==> src/rtl/mem_bus_arbiter_pkg.sv <==
// ---------------------------------------------------------------------------
// mem_bus_arbiter_pkg
// Shared definitions for the I/D cache memory bus arbiter:
//   - default burst length and starvation limit
//   - arbiter FSM state encoding
//   - burst owner encoding
//   - width helper used to size the beat and starvation counters
// ---------------------------------------------------------------------------
package mem_bus_arbiter_pkg;

  // Default words per burst (power of two, >= 1).
  localparam int DEF_BEATS        = 4;
  // Default number of I-side wait cycles before it overrides the D-side.
  localparam int DEF_STARVE_LIMIT = 8;

  // Arbiter FSM states.
  typedef enum logic [1:0] {
    ST_IDLE = 2'd0,
    ST_ADDR = 2'd1,
    ST_DATA = 2'd2,
    ST_DONE = 2'd3
  } arb_state_t;

  // Which cache owns the current burst.
  typedef enum logic {
    OWN_I = 1'b0,
    OWN_D = 1'b1
  } owner_t;

  // Bits needed to hold the values 0..max_val; never less than one bit so
  // degenerate parameters (BEATS=1, STARVE_LIMIT<=1) still give a legal vector.
  function automatic int width_for(input int max_val);
    if (max_val < 2) begin
      return 1;
    end
    return $clog2(max_val + 1);
  endfunction

endpackage

==> src/rtl/arb_starve_cnt.sv <==
// ---------------------------------------------------------------------------
// arb_starve_cnt
// Saturating wait counter for the I-side. Counts cycles in which the I-side
// is requesting but does not own the bus; clears when the I-side is granted.
// at_limit tells the arbiter the I-side has waited long enough to win over
// a concurrent D-side request.
//
// Ports:
//   clk       in   clock, rising edge
//   rst_n     in   asynchronous active-low reset
//   inc       in   I-side waiting this cycle
//   clr       in   I-side granted this cycle (wins over inc)
//   at_limit  out  count >= LIMIT
// ---------------------------------------------------------------------------
module arb_starve_cnt
  import mem_bus_arbiter_pkg::*;
#(
  parameter int LIMIT = DEF_STARVE_LIMIT
) (
  input  logic clk,
  input  logic rst_n,
  input  logic inc,
  input  logic clr,
  output logic at_limit
);

  localparam int            CNT_W   = width_for(LIMIT);
  localparam logic [CNT_W-1:0] LIMIT_W = CNT_W'(LIMIT);

  logic [CNT_W-1:0] cnt_reg;

  // Saturate at LIMIT: once reached, the compare stays true until a grant
  // clears it, and the counter can never wrap back below the limit.
  always_ff @(posedge clk or negedge rst_n) begin
    if (!rst_n) begin
      cnt_reg <= '0;
    end else if (clr) begin
      cnt_reg <= '0;
    end else if (inc && (cnt_reg != LIMIT_W)) begin
      cnt_reg <= cnt_reg + 1'b1;
    end
  end

  assign at_limit = (cnt_reg >= LIMIT_W);

endmodule

==> src/rtl/mem_bus_arbiter.sv <==
// ---------------------------------------------------------------------------
// mem_bus_arbiter
// Arbitrates one burst memory port between an instruction-cache refill
// requester (read only) and a data-cache refill/writeback requester.
// The D-side normally wins; an I-side that has waited STARVE_LIMIT cycles
// wins instead. Each burst is an address phase (mem_req/mem_gnt) followed
// by BEATS data beats, then a one-cycle done pulse to the owner.
// A CSR flush request blocks new grants and reports when the bus is idle.
//
// Parameters:
//   BEATS         words per burst (power of two, >= 1)
//   STARVE_LIMIT  I-side wait cycles before it overrides the D-side
//
// Ports:
//   clk, rst_n                 clock / asynchronous active-low reset
//   ic_req, ic_addr            I-side request (held until ic_done), base addr
//   dc_req, dc_we, dc_addr     D-side request (held until dc_done), dir, addr
//   dc_wdata / dc_wready       D-side write beat data / beat accepted
//   rd_data                    read beat data shared by both sides
//   ic_rvalid / dc_rvalid      rd_data valid for that side
//   ic_done / dc_done          one-cycle burst-complete pulse
//   mem_req, mem_we, mem_addr  memory address phase (registered)
//   mem_gnt                    memory accepts the address phase
//   mem_wdata / mem_wvalid     write beat to memory
//   mem_wready                 memory accepts the write beat
//   mem_rdata / mem_rvalid     read beat from memory
//   flush_req / flush_done     block new grants / bus drained
// ---------------------------------------------------------------------------
module mem_bus_arbiter
  import mem_bus_arbiter_pkg::*;
#(
  parameter int BEATS        = DEF_BEATS,
  parameter int STARVE_LIMIT = DEF_STARVE_LIMIT
) (
  input  logic        clk,
  input  logic        rst_n,
  // I-side
  input  logic        ic_req,
  input  logic [31:0] ic_addr,
  output logic        ic_rvalid,
  output logic        ic_done,
  // D-side
  input  logic        dc_req,
  input  logic        dc_we,
  input  logic [31:0] dc_addr,
  input  logic [31:0] dc_wdata,
  output logic        dc_wready,
  output logic        dc_rvalid,
  output logic        dc_done,
  // shared read data
  output logic [31:0] rd_data,
  // memory side
  output logic        mem_req,
  output logic        mem_we,
  output logic [31:0] mem_addr,
  input  logic        mem_gnt,
  output logic [31:0] mem_wdata,
  output logic        mem_wvalid,
  input  logic        mem_wready,
  input  logic [31:0] mem_rdata,
  input  logic        mem_rvalid,
  // flush
  input  logic        flush_req,
  output logic        flush_done
);

  localparam int                BEAT_W    = width_for(BEATS - 1);
  localparam logic [BEAT_W-1:0] BEAT_LAST = BEAT_W'(BEATS - 1);

  arb_state_t        state_reg;
  owner_t            owner_reg;
  logic [BEAT_W-1:0] beat_reg;

  logic idle;
  logic grant_i;
  logic grant_d;
  logic starve_hit;
  logic i_busy;
  logic data_phase;
  logic read_phase;
  logic write_phase;
  logic beat_fire;
  logic last_beat;

  // -------------------------------------------------------------------------
  // Arbitration
  // -------------------------------------------------------------------------
  assign idle = (state_reg == ST_IDLE);

  // D-side has priority unless the I-side has been starved long enough.
  assign grant_i = idle && !flush_req && ic_req && (!dc_req || starve_hit);
  assign grant_d = idle && !flush_req && dc_req && !(ic_req && starve_hit);

  // The I-side only "waits" while somebody else holds the bus or it loses
  // arbitration; its own burst (ADDR..DONE) does not count.
  assign i_busy = !idle && (owner_reg == OWN_I);

  arb_starve_cnt #(
    .LIMIT (STARVE_LIMIT)
  ) u_starve (
    .clk      (clk),
    .rst_n    (rst_n),
    .inc      (ic_req && !i_busy),
    .clr      (grant_i),
    .at_limit (starve_hit)
  );

  // -------------------------------------------------------------------------
  // Data-phase qualifiers. mem_we is held for the whole burst, so it also
  // selects the beat direction.
  // -------------------------------------------------------------------------
  assign data_phase  = (state_reg == ST_DATA);
  assign read_phase  = data_phase && !mem_we;
  assign write_phase = data_phase && mem_we;
  assign beat_fire   = write_phase ? mem_wready : (read_phase && mem_rvalid);
  assign last_beat   = (beat_reg == BEAT_LAST);

  // -------------------------------------------------------------------------
  // FSM with registered address-phase outputs and done pulses
  // -------------------------------------------------------------------------
  always_ff @(posedge clk or negedge rst_n) begin
    if (!rst_n) begin
      state_reg <= ST_IDLE;
      owner_reg <= OWN_D;
      beat_reg  <= '0;
      mem_req   <= 1'b0;
      mem_we    <= 1'b0;
      mem_addr  <= '0;
      ic_done   <= 1'b0;
      dc_done   <= 1'b0;
    end else begin
      case (state_reg)
        ST_IDLE: begin
          if (grant_i || grant_d) begin
            state_reg <= ST_ADDR;
            owner_reg <= grant_i ? OWN_I : OWN_D;
            mem_addr  <= grant_i ? ic_addr : dc_addr;
            // The I-side is refill-only, so its direction is forced to read.
            mem_we    <= grant_i ? 1'b0 : dc_we;
            mem_req   <= 1'b1;
          end
        end

        ST_ADDR: begin
          if (mem_gnt) begin
            state_reg <= ST_DATA;
            mem_req   <= 1'b0;
            beat_reg  <= '0;
          end
        end

        ST_DATA: begin
          if (beat_fire) begin
            if (last_beat) begin
              state_reg <= ST_DONE;
              beat_reg  <= '0;
              ic_done   <= (owner_reg == OWN_I);
              dc_done   <= (owner_reg == OWN_D);
            end else begin
              beat_reg <= beat_reg + 1'b1;
            end
          end
        end

        ST_DONE: begin
          // Going back through IDLE gives the requester a cycle to drop its
          // req before it can be sampled again.
          state_reg <= ST_IDLE;
          ic_done   <= 1'b0;
          dc_done   <= 1'b0;
          mem_we    <= 1'b0;
        end

        default: begin
          state_reg <= ST_IDLE;
        end
      endcase
    end
  end

  // -------------------------------------------------------------------------
  // Beat datapath: same-cycle pass-through so a beat costs no extra latency.
  // Anything arriving outside the matching data phase is dropped.
  // -------------------------------------------------------------------------
  assign rd_data    = (read_phase && mem_rvalid) ? mem_rdata : '0;
  assign ic_rvalid  = read_phase && mem_rvalid && (owner_reg == OWN_I);
  assign dc_rvalid  = read_phase && mem_rvalid && (owner_reg == OWN_D);

  assign mem_wvalid = write_phase;
  assign mem_wdata  = write_phase ? dc_wdata : '0;
  assign dc_wready  = write_phase && mem_wready;

  // Gated with rst_n so every output reads 0 while reset is held.
  assign flush_done = rst_n && flush_req && idle;

endmodule

==> config.mk <==
export PLATFORM = sky130hd
export DESIGN_NAME = mem_bus_arbiter
export DESIGN_NICKNAME = d
export VERILOG_FILES = /design/src/rtl/mem_bus_arbiter_pkg.sv /design/src/rtl/arb_starve_cnt.sv /design/src/rtl/mem_bus_arbiter.sv
export SDC_FILE = /design/constraint.sdc
export NUM_CORES = 1
export LEC_CHECK = 0
export ABC_AREA = 1
export BUFFER_PORTS_ARGS = -buffer_cell sky130_fd_sc_hd__clkbuf_2
export CORE_AREA = 4 4 115 117
export CTS_CLUSTER_DIAMETER = 30
export DETAILED_ROUTE_END_ITERATION = 8
export DIE_AREA = 0 0 119 121
export PLACE_DENSITY = 0.6
export SETUP_SLACK_MARGIN = 0.05
export SLEW_MARGIN = 20
export SYNTH_ARGS = -nofsm -noshare
export SYNTH_HDL_FRONTEND = slang
export SYNTH_HIERARCHICAL = 1
export SYNTH_SLANG_ARGS = --single-unit
==> constraint.sdc <==
create_clock -name clk -period 2.1 [get_ports clk]
set_input_delay 0.21 -clock clk [delete_from_list [all_inputs] [get_ports clk]]
set_output_delay 0.21 -clock clk [all_outputs]
set_load 0.05 [all_outputs]
==> results of run 1 <==
## report_power, final
| group | switching (uW) | internal, uW | total, uW |
|---|---|---|---|
| registers | 279 | 1280 | 1560 |
| logic | 3000 | 1130 | 4130 |
| clock network | 330 | 441 | 772 |
## critical path, stage by stage, from the launching register on
cell,delay [ns]
dfrtp_1,0.42
inv_2,0.12
ha_4,0.17
nand3_2,0.12
buf_6,0.21
nor2_1,0.12
buf_2,0.27
## cell families after synthesis
family          share of synthesized area (%)
compound gates                           2.31
flops                                    37.8
xor+xnor                                0.294
fa+ha+maj                                3.36
buf+inv                                  14.4
simple gates                             41.8
## repair_timing
action                                  4_1_cts  5_1_grt
gates resized for setup                      10       38
setup buffers                                 0        0
hold endpoints to repair                      0        0
endpoints found under the setup margin       36       52
## metrics by stage
stage,hold slack [ns],instances,total power (uW),area [um^2]
after floorplan,-0.0856,489,4440,2980
after global placement,0.358,893,5660,4700
after detailed placement,0.370,893,5680,4700
after CTS,0.0545,901,6520,4870
after global routing,0.0868,901,6950,4920
final,0.0197,901,6460,4920
## final timing paths
path                               from           end  cells past startpoint
max                        state_reg[0]   rd_data[14]                      6
min                               rst_n  mem_addr[30]                      2
max reg2reg                state_reg[1]   mem_addr[7]                     11
min reg2reg                     ic_done       ic_done                      2
max in group asynchronous         rst_n  mem_addr[23]                      2
min in group clk             ic_addr[5]   mem_addr[5]                      5
## area by class of cell
class / count / area (um^2)
multi-input combinational: 338 / 1450
fill: 1392 / 7440
clock buffer: 6 / 129
timing repair buffer: 251 / 1670
tap: 172 / 215
clock inverter: 2 / 15.0
sequential: 45 / 1130
inverter: 87 / 328
## layer usage
layer | wire (um) | up-vias | part of all wire, % | track usage, %
met5 | 0 | - | 0 | 0
met4 | 30 | 0 | 0.28 | 2.17
met3 | 1230 | 2 | 11 | 5.73
met2 | 5370 | 162 | 49 | 26.3
met1 | 4270 | 1524 | 39 | 17.2
li1 | - | 1876 | - | -
## cell usage in the layout, fill, tap and decap left out, types with 2 or more instances in the layout
cell and n:
ha_1 7, clkinvlp_4 2, nand2_2 2, o21ai_0 5
buf_12 22, nor2_1 72, clkbuf_2 192, buf_2 10
a21oi_1 6, inv_2 4, clkbuf_4 17, nor2_4 2
inv_1 81, nor2_2 3, nand2_1 223, clkbuf_16 5
nand3_1 7, nand3_2 3, dfrtp_1 44, buf_4 8
==> reports/metrics.cfg, run 1 <==
[timing]
relSlewSlack_pct=60.6
final-hold-violation-count=0
layout_setup_ws_ns=0.169
clock_skew_ns=0.00768
rsz0062_at_grt=no
fmax_ghz=0.518
period_needed_ns=1.93
timing.final.crit_share_pct=91.9
fin_tns_setup_ns=0
worstMarginPinSlew_ns=0.591
report.final.slew_viol_count=0
setup_viol=0

[grt]
antenna_found_initial=0
track_usage_pct=14.8
overflow=0
grt_max_degree=46
first_global_vias=3488
grt_pass1_wl_mm=17.3

[worst_setup_path]
cp-start-kind=register
reg2reg_slack_ns=0.38
critPathRequiredTime_ns=1.89
crit_path_max_fanout=34
arrival_ns=1.72
setup.worst_path.class=reg2out
crit_path_end_kind=output pin

[finish]
largest_reg_flops=32
area_growth_pct=65.2
n_antenna_cell=0
layout.nets=873
layout-drive-gt1-share_pct=38.1
final_util_pct=39.8

[clock_tree]
htree_levels=2
tritoncts=done
holdBufCountCts=0
clk_pin_slew_worst_paths_ns=0.07
cts-root-buf=clkbuf_16
cts_buffers=5
clkLatencyLatePin_ns=0.28
clock-sinks=45
cts_buffer_depth=2

[logic_synthesis]
synth_top_cell_by_area=dfrtp_1
yosys_warnings=6
syn-num-nets=634
yosys-top-cells-area=dfrtp_1 37%, nand2_1 28%, inv_1 10%
synth.cell_area_um2=2980
synth_seq_area_share_pct=37.8
synthDistinctLibCells=25
async_reset_ff_share_pct=100
ys_seq_elements=45
avgSynthCellArea_um2=6.10
synth-edff-count=0
netlist_top_cells_count=223 x nand2_1, 82 x inv_1, 75 x nor2_1
synth_top_area_share_pct=36.9
ys.flop_type=dfrtp_1
synthCells=489
synth.most_common_cell=nand2_1

[die]
core_area_um2=12400
die_x_um=119
die_y_um=121
die_area_um2=14400
num_io_pins=242
initial_core_util_pct=24.1
rows=41

[placed_design]
port_buffers=241
hpwl_mm=9.11
pre_cts_ws_ns=0.285
globalplace.congestion=0.801

[route]
routed_wl_mm=10.9
drt_iter0_markers=130
drc=0
postRouteAntennaNets=0
vias=3564
drt-wirelength-per-cell_um=12.1
first_pass_iters=4
post_drt_via_cell_ratio=3.96

[status]
status=complete, no violations

[pwr]
power.density_nw_per_um2=1310
peakVddDrop_mv=0.853
power_leakage_uw=0.00316

[flow_run]
cap_violations=0

[worst_hold_path]
worstHoldPathType=in2async

Note: power is estimated with default switching activity, not from simulation.
==> run 2: changes to the inputs <==
CTS_CLUSTER_SIZE = 10   (was default)
REMOVE_ABC_BUFFERS = 1   (was default)
==> reports/metrics.cfg, run 2 (synthesized netlist as in run 1, its figures left out) <==
[die]
core_area_um2=12400
rows=41
num_io_pins=242
die_area_um2=14400
die_y_um=121
die_x_um=119
initial_core_util_pct=24.1

[clock_tree]
cts_buffers=5
cts_buffer_depth=2
htree_levels=2
clkLatencyLatePin_ns=0.28
cts_setup_buffers=0
holdBufCountCts=0
cts-root-buf=clkbuf_16
tritoncts=done
clock-sinks=45
clk_pin_slew_worst_paths_ns=0.06

[route]
post_drt_via_cell_ratio=3.96
drc=0
drt_iter0_markers=131
routed_wl_mm=10.9
vias=3568
postRouteAntennaNets=0
drt-wirelength-per-cell_um=12.1
first_pass_iters=4

[timing]
clock_skew_ns=0.00555
final-hold-violation-count=0
whs_ns=0.0839
period_needed_ns=1.94
rsz0062_at_grt=no
timing.final.crit_share_pct=92.2
setup_viol=0
report.final.slew_viol_count=0
relSlewSlack_pct=60.3
layout_setup_ws_ns=0.163
fmax_ghz=0.516
worstMarginPinSlew_ns=0.595

[pwr]
power.density_nw_per_um2=1300
p_total_uw=6460
peakVddDrop_mv=0.622
power_leakage_uw=0.00317

[grt]
track_usage_pct=14.5
overflow=0
first_global_vias=3453
grt_pass1_wl_mm=17.0
antenna_found_initial=0
grt_max_degree=46

[finish]
final_util_pct=40.2
final_cell_mix=223 x nand2_1, 190 x clkbuf_2, 82 x inv_1, 75 x nor2_1, 44 x dfrtp_1
area_growth_pct=66.6
layout.nets=872
largest_reg_flops=32
layout-drive-gt1-share_pct=37.4
layout_commonest_cell=nand2_1
fillers=1342
n_antenna_cell=0
multi_input_area_um2=1450
seq_area_um2=1130

[status]
status=complete, no violations

[worst_setup_path]
arrival_ns=1.73
crit_path_max_fanout=32
critPathRequiredTime_ns=1.89
cp_cell_sequence=inv_1, ha_4, nand3_4, buf_12, nor2_1, buf_4
cp-start-kind=register
slowest_delay_ns=0.41
crit_path_end_kind=output pin
setup.worst_path.class=reg2out
reg2regPathDepth=11
cpMaxStageDelayCell=dfrtp_1

[worst_hold_path]
worstHoldPathType=in2async

[placed_design]
globalplace.congestion=0.809
pre_cts_ws_ns=0.306
hpwl_mm=8.89
port_buffers=241

[flow_run]
cap_violations=0

[run 2: cell types whose count changed in the layout (fill, tap and decap cells not counted), sizes merged]
cell,delta
buf,-3
clkbuf,+3
clkinvlp,-1
[run 2: what timing repair did]
action,4_1_cts,5_1_grt
resized for setup,21,21
setup endpoints to repair,33,66
cloned,0,0
[run 2: area by class of cell]
cell class | instances | area share, %
Clock inverter | 1 | 0.151
Clock buffer | 7 | 2.67
Sequential cell | 45 | 22.7
Tap cell | 172 | 4.33
Multi-Input combinational cell | 338 | 29.1
Timing Repair Buffer | 250 | 34.5
Inverter | 87 | 6.60
[run 2: per-stage QoR]
step | TNS [ns] | instance area [um^2] | std cells
after floorplan | -8.92 | 2880 | 470
after global placement | 0 | 4730 | 892
after detailed placement | 0 | 4730 | 892
after CTS | 0 | 4920 | 900
after global routing | 0 | 4970 | 900
final | 0 | 4970 | 900
[run 2: layer usage]
layer,routed length (um),global-route usage (%),vias to the layer above
li1,-,-,1871
met4,76,3.40,0
met5,0,0,-
met1,4520,17.2,1534
met3,873,3.50,8
met2,5390,26.4,155
[run 2: path summary, 6_finish.rpt]
path                              start                  end  slack [ns]
max                        state_reg[0]          rd_data[11]        0.16
min reg2reg                mem_addr[21]         mem_addr[21]        0.47
min                               rst_n         mem_addr[13]        0.08
min in group clk             ic_addr[2]          mem_addr[2]        0.21
max reg2reg                state_reg[0]  u_starve/cnt_reg[0]        0.26
max in group asynchronous         rst_n          mem_addr[9]        1.59
[run 2: worst max-delay path, delay by kind of cell, from the launching register on]
kind	cells	cell delay [ns]
and+or+nand+nor	2	0.26
adders and majority gates	1	0.20
DFF	1	0.41
buffers and inverters	3	0.57
[run 2: power breakdown]
part           internal (uW)  total, uW  switching (uW)
sequential              1280       1540             259
combinational           1160       4170            3000
clock                    442        760             318
==> run 3: changes to the inputs <==
CORE_AREA = 4 4 117 119   (was 4 4 115 117)
CTS_BUF_LIST = sky130_fd_sc_hd__clkbuf_4 sky130_fd_sc_hd__clkbuf_8 sky130_fd_sc_hd__clkbuf_16   (was default)
DIE_AREA = 0 0 121 123   (was 0 0 119 121)
PLACE_DENSITY = 0.59   (was 0.6)
SYNTH_HIERARCHICAL = default   (was 1)
==> reports/metrics.cfg, run 3 <==
[route]
vias=3556
drt_iter0_markers=110
first_pass_iters=4
drc=0
postRouteAntennaNets=0
routed_wl_mm=11.0
drt-wirelength-per-cell_um=12.4
post_drt_via_cell_ratio=3.99

[clock_tree]
clk_pin_slew_worst_paths_ns=0.06
cts_buffer_depth=2
cts_buffers=5
htree_levels=2
cts-root-buf=clkbuf_16
holdBufCountCts=0
clkLatencyLatePin_ns=0.28
tritoncts=done
clock-sinks=45

[placed_design]
hpwl_mm=9.17
globalplace.congestion=0.777
port_buffers=241

[die]
die_x_um=121
die_area_um2=14900
die_y_um=123
initial_core_util_pct=24.6
rows=41
num_io_pins=242
core_area_um2=12600

[finish]
layout.nets=864
multi_input_area_um2=1420
n_antenna_cell=0
layout-drive-gt1-share_pct=39.6
final_cell_mix=193 x clkbuf_2, 161 x nand2_1, 112 x inv_1, 74 x nor2_1, 44 x dfrtp_1
seq_area_um2=1130
largest_reg_flops=32
fillers=1313
layout_commonest_cell=clkbuf_2
area_growth_pct=70.7

[worst_setup_path]
regToRegEndpoint=mem_addr[23]
cp_cell_sequence=inv_2, ha_4, nand3_2, buf_4, nor2_1, clkbuf_2
cp-start-kind=register
slowest_delay_ns=0.42
crit_path_max_fanout=36
reg2reg_slack_ns=0.25
crit_path_end_kind=output pin
r2r-start=state_reg[1]
cpMaxStageDelayCell=dfrtp_1
setup.worst_path.class=reg2out
reg2regPathDepth=9
critPathRequiredTime_ns=1.89
crit_start=state_reg[0]
arrival_ns=1.72

[timing]
final-hold-violation-count=0
rsz0062_at_grt=no
period_needed_ns=1.93
clock_skew_ns=0.00582
relSlewSlack_pct=60.9
worstMarginPinSlew_ns=0.586
setup_viol=0
fin_tns_setup_ns=0
timing.final.crit_share_pct=92.0
fmax_ghz=0.517
report.final.slew_viol_count=0

[logic_synthesis]
async_reset_ff_share_pct=100
synth_mux_area_share_pct=0
synth_seq_area_share_pct=36.5
synth-simple-area-share_pct=32.2
synth.cell_area_um2=3090
ys.flop_type=dfrtp_1
synth.most_common_cell=nand2_1
synth_compound_area_share_pct=9.36
yosys.area_share.xor_xnor_pct=0.567
ys_seq_elements=45
synthCells=483
yosys_warnings=0
synth_top_cell_by_area=dfrtp_1
netlist_top_cells_count=161 x nand2_1, 113 x inv_1, 74 x nor2_1
synth-edff-count=0
synth_top_family_by_area=simple AND/OR/NAND/NOR gates
synthAdderAreaFrac_pct=3.24
synthDistinctLibCells=25
synth_top_area_share_pct=35.6
avgSynthCellArea_um2=6.40
yosys-top-cells-area=dfrtp_1 36%, nand2_1 20%, inv_1 14%

[grt]
grt_pass1_wl_mm=16.6
track_usage_pct=14.0
antenna_found_initial=0
first_global_vias=3305
overflow=0
grt_max_degree=46

[pwr]
p_comb_share_pct=63.5
power_leakage_uw=0.00332
switching_share_pct=53.8
clock_power_share_pct=13.5
p_switching_uw=3630
peakVddDrop_mv=0.615
seq_power_share_pct=22.9
p_total_uw=6740
p_int_uw=3110
power.density_nw_per_um2=1280

[worst_hold_path]
worstHoldPathType=in2async

[status]
status=complete, no violations

[flow_run]
cap_violations=0

-- run 3: changes by cell type in the layout (fill, tap and decap cells not counted), moves of 5 or more --
cell	before	now
nand2_1	223	161
o21ai_2	0	18
buf_12	25	42
clkbuf_4	21	9
o21ai_1	1	14
inv_1	82	112
buf_2	5	0
-- run 3: final cells by class --
type,instances,area share (%)
timing repair buffer,248,36.3
multi-input combinational,304,26.8
sequential,45,21.4
inverter,115,8.19
tap,172,4.08
clock buffer,6,2.52
clock inverter,2,0.736
-- run 3: cell families (layout without fill, tap and decap cells) --
kind of cell    Yosys count  in the layout
fa+ha+maj                 8              8
simple gates            251            251
flops                    45             45
xor+xnor                  2              2
buf+inv                 134            371
compound gates           43             43
-- run 3: worst max path at each step --
stage | to
finish | rd_data[9]
global route | state_reg[1]
CTS | rd_data[18]
detailed placement | mem_addr[23]
global placement | dc_wready
floorplan | dc_wready
-- run 3: layer usage --
layer	wire, um	GRT usage (%)	up-vias
met4	78	2.62	0
met5	0	0	-
met3	1140	4.25	4
li1	-	-	1855
met2	5490	26.0	164
met1	4320	15.9	1533
-- run 3: power groups by stage --
stage          combinational, uW  clock, uW  sequential [uW]
2_1_floorplan               1760          0             2630
3_3_place_gp                4260          0             1550
3_5_place_dp                4310          0             1540
4_1_cts                     4320        944             1550
5_1_grt                     4600        978             1610
6_report                    4280        913             1550
-- run 3: through the flow --
| step | cells | setup WS, ns | area (um^2) | utilization (%) | hold WS, ns |
|---|---|---|---|---|---|
| after global routing | 892 | 0.0682 | 5270 | 42.0 | 0.154 |
| after detailed placement | 884 | 0.269 | 5060 | 40.3 | 0.426 |
| after global placement | 884 | 0.349 | 5060 | 40.3 | 0.426 |
| after CTS | 892 | 0.0530 | 5250 | 41.8 | 0.119 |
| final | 892 | 0.167 | 5270 | 42.0 | 0.0971 |
| after floorplan | 464 | -0.276 | 2960 | - | -0.0856 |
-- run 3: critical path: cells and delay by family, from the launching register on --
family                     cells  cell delay, ns
adders and majority gates      1            0.17
and+or+nand+nor                2            0.21
DFF                            1            0.42
buffers and inverters          3            0.64
-- run 3: timing repair --
action                                  4_1_cts  5_1_grt
pin swaps                                     0        0
endpoints found under the setup margin        7       67
setup buffers                                 0        0
cloned                                        0        0
resized for setup                             7        8
